$ cat src/rtl/shift_universal.sv
// shift_universal: universal shift/rotate register with a burst engine that repeats a latched shift op for len_i steps
module shift_universal #(
  parameter int width_p = 8,
  parameter int max_amt_p = 4,
  parameter int len_width_p = 4,
  parameter logic [width_p-1:0] reset_val_p = '0
) (
  input  logic                               clk_i,
  input  logic                               reset_ni,
  input  logic [2:0]                         op_i,
  input  logic [$clog2(max_amt_p+1)-1:0]     amt_i,
  input  logic [max_amt_p-1:0]               fill_i,
  input  logic [width_p-1:0]                 data_i,
  input  logic                               start_i,
  input  logic [len_width_p-1:0]             len_i,
  output logic [width_p-1:0]                 data_o,
  output logic [max_amt_p-1:0]               sout_o,
  output logic                               busy_o,
  output logic                               done_o
);
  localparam int w_lp = width_p;
  localparam int m_lp = max_amt_p;
  localparam int aw_lp = $clog2(max_amt_p+1);
  localparam logic [aw_lp-1:0] max_amt_lp = aw_lp'(max_amt_p);
  localparam logic [2:0] op_hold = 3'd0, op_load = 3'd1, op_shl = 3'd2, op_rol = 3'd4, op_ror = 3'd5, op_asr = 3'd6;
  localparam logic idle_s = 1'b0, busy_s = 1'b1;
  logic [w_lp-1:0] data_q, data_d;
  logic [m_lp-1:0] sout_q, sout_d;
  logic state_q, state_d, done_q, done_d;
  logic [2:0] op_q, op_d, sel_op;
  logic [aw_lp-1:0] amt_q, amt_d, amt_c, sel_amt;
  logic [len_width_p-1:0] len_q, len_d;
  logic start_burst, shifting, last_step;
  logic [m_lp-1:0] fill_hi, lo_mask, hi_out, lo_out;
  logic [w_lp+m_lp-1:0] shl_c, shr_c;
  logic [2*w_lp-1:0] rol_c, ror_c;
  logic [w_lp-1:0] asr_c;
  assign amt_c = (amt_i > max_amt_lp) ? max_amt_lp : amt_i;
  assign start_burst = state_q == idle_s && start_i && op_i >= op_shl && op_i <= op_asr;
  assign last_step = state_q == busy_s && len_q <= len_width_p'(1);
  // a zero-length burst still occupies one BUSY cycle, just without shifting
  assign sel_op = state_q == busy_s ? (len_q == '0 ? op_hold : op_q) : (start_burst ? op_hold : op_i);
  assign sel_amt = state_q == busy_s ? amt_q : amt_c;
  assign shifting = sel_op >= op_shl && sel_op <= op_asr && sel_amt != '0;
  // fill_i[a-1:0] is moved to the top so it lands in the vacated low bits after the left shift
  assign fill_hi = fill_i << (m_lp - int'(sel_amt));
  assign shl_c = {data_q, fill_hi} << sel_amt;
  assign shr_c = {fill_i, data_q} >> sel_amt;
  assign rol_c = {data_q, data_q} << sel_amt;
  assign ror_c = {data_q, data_q} >> sel_amt;
  assign asr_c = $signed(data_q) >>> sel_amt;
  assign lo_mask = m_lp'((1 << sel_amt) - 1);
  assign hi_out = m_lp'(data_q >> (w_lp - int'(sel_amt)));
  assign lo_out = data_q[m_lp-1:0] & lo_mask;
  always_comb begin
    data_d = sel_op == op_load ? data_i :
             !shifting ? data_q :
             sel_op == op_shl ? shl_c[w_lp+m_lp-1:m_lp] :
             sel_op == op_rol ? rol_c[2*w_lp-1:w_lp] :
             sel_op == op_ror ? ror_c[w_lp-1:0] :
             sel_op == op_asr ? asr_c : shr_c[w_lp-1:0];
    sout_d = !shifting ? sout_q : (sel_op == op_shl || sel_op == op_rol) ? hi_out : lo_out;
    state_d = start_burst ? busy_s : last_step ? idle_s : state_q;
    len_d = start_burst ? len_i : (state_q == busy_s && len_q != '0) ? len_q - 1'b1 : len_q;
    op_d = start_burst ? op_i : op_q;
    amt_d = start_burst ? amt_c : amt_q;
    done_d = last_step;
  end
  always_ff @(posedge clk_i) begin
    if (!reset_ni) begin
      data_q <= reset_val_p;
      sout_q <= '0;
      state_q <= idle_s;
      done_q <= 1'b0;
      op_q <= op_hold;
      amt_q <= '0;
      len_q <= '0;
    end else begin
      data_q <= data_d;
      sout_q <= sout_d;
      state_q <= state_d;
      done_q <= done_d;
      op_q <= op_d;
      amt_q <= amt_d;
      len_q <= len_d;
    end
  end
  assign data_o = data_q;
  assign sout_o = sout_q;
  assign busy_o = state_q;
  assign done_o = done_q;
endmodule

$ cat config.mk
export PLATFORM = sky130hd
export DESIGN_NAME = shift_universal
export DESIGN_NICKNAME = d
export VERILOG_FILES = /design/src/rtl/shift_universal.sv
export SDC_FILE = /design/constraint.sdc
export NUM_CORES = 1
export LEC_CHECK = 0
export CAP_MARGIN = 20
export CORE_UTILIZATION = 49
export CTS_BUF_LIST = sky130_fd_sc_hd__clkbuf_8
export DETAILED_ROUTE_END_ITERATION = 7
export MAX_ROUTING_LAYER = met4
export PLACE_DENSITY_LB_ADDON = 0.25
export RECOVER_POWER = 50
export SLEW_MARGIN = 40
export SYNTH_ARGS = -nofsm -noshare
export SYNTH_HDL_FRONTEND = slang
export SYNTH_SLANG_ARGS = --single-unit
$ cat constraint.sdc
create_clock -name clk_i -period 4.1 [get_ports clk_i]
set_input_delay 1.025 -clock clk_i [delete_from_list [all_inputs] [get_ports clk_i]]
set_output_delay 1.025 -clock clk_i [all_outputs]
set_load 0.01 [all_outputs]
==> impl_metrics.toml <==
[job]
drv_cap = 0

[layout]
regArea_sq_um = 480
antenna_cells_inserted = 0
drive_gt1_frac = 0.142
nNetsFinal = 486
area_growth_pct = 16.7
n_fill_cell = 559
multi_input_area_sq_um = 2360

[yosys]
ys_warn_count = 0
netlist_area_sq_um = 3110
synth_nets = 452
synth_seq_cells = 24
ys_types = 83
synthFlopType = "dfxtp_1"
synthArstFlopShare = 0
syn-instance-count = 417
synth_edf_count = 0
ys_seq_area_frac = 0.154
avgSynthCellArea_sq_um = 7.47

[cts]
cts_max_level = 1
post_cts_resized = 0
root_buffer = "clkbuf_8"
cts_buffer_depth = 2
numCtsBuffers = 3
post_cts_buffers = 0
cts.clk_slew.worst_paths_ns = 0.10
cts_tree = "done"
ctsHoldBuffers = 0
clock_latency_ns = 0.28
clock_sinks = 24

[timing]
max_freq_ghz = 0.276
setup_slack_ns = 0.480
finalMaxSlewViolations = 0
holdWs_ns = 0.506
period_minus_slack_ns = 3.62
hold_violations = 0
skew_ns = 0.00258
rsz0062_at_grt = "false"
max-slew-margin-rel = 0.517
finalCritPeriodShare = 0.883
worstMarginPinSlew_ns = 0.722
tns_ns = 0
finalSetupViolCount = 0

[drt]
drt-initial-drc-count = 573
drt_wl_total_um = 11500
drc_errors = 0
vias_per_cell = 7.15
antenna_left = 0
wl_per_cell_um = 21.9
first_pass_iters = 6
vias = 3756

[floorplanning]
design.die.area_sq_um = 6680
start_util = 0.517
placementRows = 28
fp.coreArea_sq_um = 6030
die_w_um = 81.7
die_y_um = 81.7
io_pins = 39

[min_path]
hold_class = "register to register"

[pwr]
ir_worst_vdd_v = 0.000191
p_leak_nw = 1.33
p_per_area_nw_per_um2 = 341

[worst_setup_path]
critical_path_arrival_ns = 3.77
crit_path_max_fanout = 11
cp-end-kind = "register"
cp-start-kind = "input pin"
cp.required_ns = 4.25
critical_path_class = "input pin to register"

[placement]
place_hpwl_um = 8770
dp_worst_setup_slack_ns = 0.242
place_congestion = 1.05
numPortBuffers = 38

[grt]
grt_pass1_wl_um = 17800
antenna_found_initial = 0
grt.overflow.total = 0
grt_usage = 0.364
grt_max_degree = 29
grt_pass1_vias = 3334

[status]
status = "finished, final reports clean"
==> cell usage in the layout (no fill, tap or decap), types with 14 or more instances in the layout <==
master	netlist	routed
a21oi_1	35	35
nand2_1	43	43
o21ai_0	33	33
clkdlybuf4s50_1	0	24
nor2_1	23	23
buf_4	4	24
nand3_1	26	26
inv_1	15	15
dfxtp_1	24	24
dlygate4sd3_1	0	14
==> worst max-delay path, cell delays in order <==
cell	delay [ns]
clkdlybuf4s50_1	0.51
buf_4	0.17
nor3b_2	0.05
nor2_1	0.18
buf_4	0.22
clkinv_1	0.32
mux4_2	0.47
a22oi_1	0.26
o221ai_1	0.16
a21oi_1	0.26
o22ai_1	0.13
==> cell type report <==
cell class                      count  share of cell area
Multi-Input combinational cell    342               0.650
Timing Repair Buffer               63               0.155
Sequential cell                    24               0.132
Tap cell                           75              0.0258
Inverter                           17              0.0176
Clock buffer                        3              0.0114
Clock inverter                      1             0.00826
==> kinds of logic after synthesis <==
group                    share of synthesized area
buffers and inverters                       0.0876
XOR/XNOR                                    0.0169
AND/OR/NAND/NOR                              0.237
adder cells (fa/ha/maj)                     0.0402
AO/OA/AOI/OAI                                0.411
flip-flops                                   0.154
multiplexers                                0.0530
==> Yosys cell counts, types with 5 or more instances <==
cell / instances / area share
a211oi_1: 13 / 0.031
a21oi_1: 35 / 0.056
a32oi_1: 6 / 0.017
buf_2: 11 / 0.018
buf_6: 7 / 0.025
clkbuf_1: 10 / 0.012
dfxtp_1: 24 / 0.15
ha_1: 10 / 0.040
inv_1: 15 / 0.018
mux2i_1: 6 / 0.019
nand2_1: 43 / 0.052
nand3_1: 26 / 0.042
nand4_1: 5 / 0.010
nor2_1: 23 / 0.028
nor3_1: 9 / 0.014
nor4_1: 7 / 0.014
o2111ai_1: 6 / 0.017
o211ai_1: 12 / 0.029
o21ai_0: 33 / 0.053
o221ai_1: 6 / 0.017
==> routing by layer <==
metal | track usage | vias to the layer above | part of all wire
met5 | - | - | 0
met4 | 0.139 | 0 | 0.040
met3 | 0.0856 | 47 | 0.099
met2 | 0.523 | 238 | 0.43
met1 | 0.489 | 1768 | 0.43
li1 | - | 1703 | -
==> report_power, final <==
part	switching, W	internal [W]	leakage (nW)	total (W)
Sequential	0.0000587	0.000266	0.198	0.000324
Combinational	0.000408	0.000284	1.09	0.000692
Clock	0.0000939	0.000131	0.0357	0.000225
Total	0.000560	0.000681	1.33	0.00124
==> path summary, 6_finish.rpt <==
kind | start | end | slack (ns) | cells past startpoint
min reg2reg | amt_q[2] | amt_q[2] | 0.51 | 2
min | amt_q[2] | amt_q[2] | 0.51 | 2
max reg2reg | busy_o | data_o[3] | 1.25 | 9
max | amt_i[2] | data_o[3] | 0.48 | 11
==> through the flow <==
| step | std cells | utilization | total power (W) | cell area, sq um |
|---|---|---|---|---|
| finish | 525 | 0.603 | 0.00124 | 3630 |
| CTS | 525 | 0.604 | 0.00123 | 3640 |
| floorplan | 417 | - | 0.000776 | 3110 |
| global placement | 521 | 0.592 | 0.00101 | 3570 |
| detailed placement | 521 | 0.592 | 0.00101 | 3570 |
| global route | 525 | 0.603 | 0.00131 | 3630 |
==> sequential cells by signal, summed over array words and instances (netlist names) <==
| signal | count |
|---|---|
| done_o | 1 |
| amt_q | 3 |
| sout_o | 4 |
| len_q | 4 |
| busy_o | 1 |
| data_o | 8 |
| op_q | 3 |
Note: power is estimated with default switching activity, not from simulation.
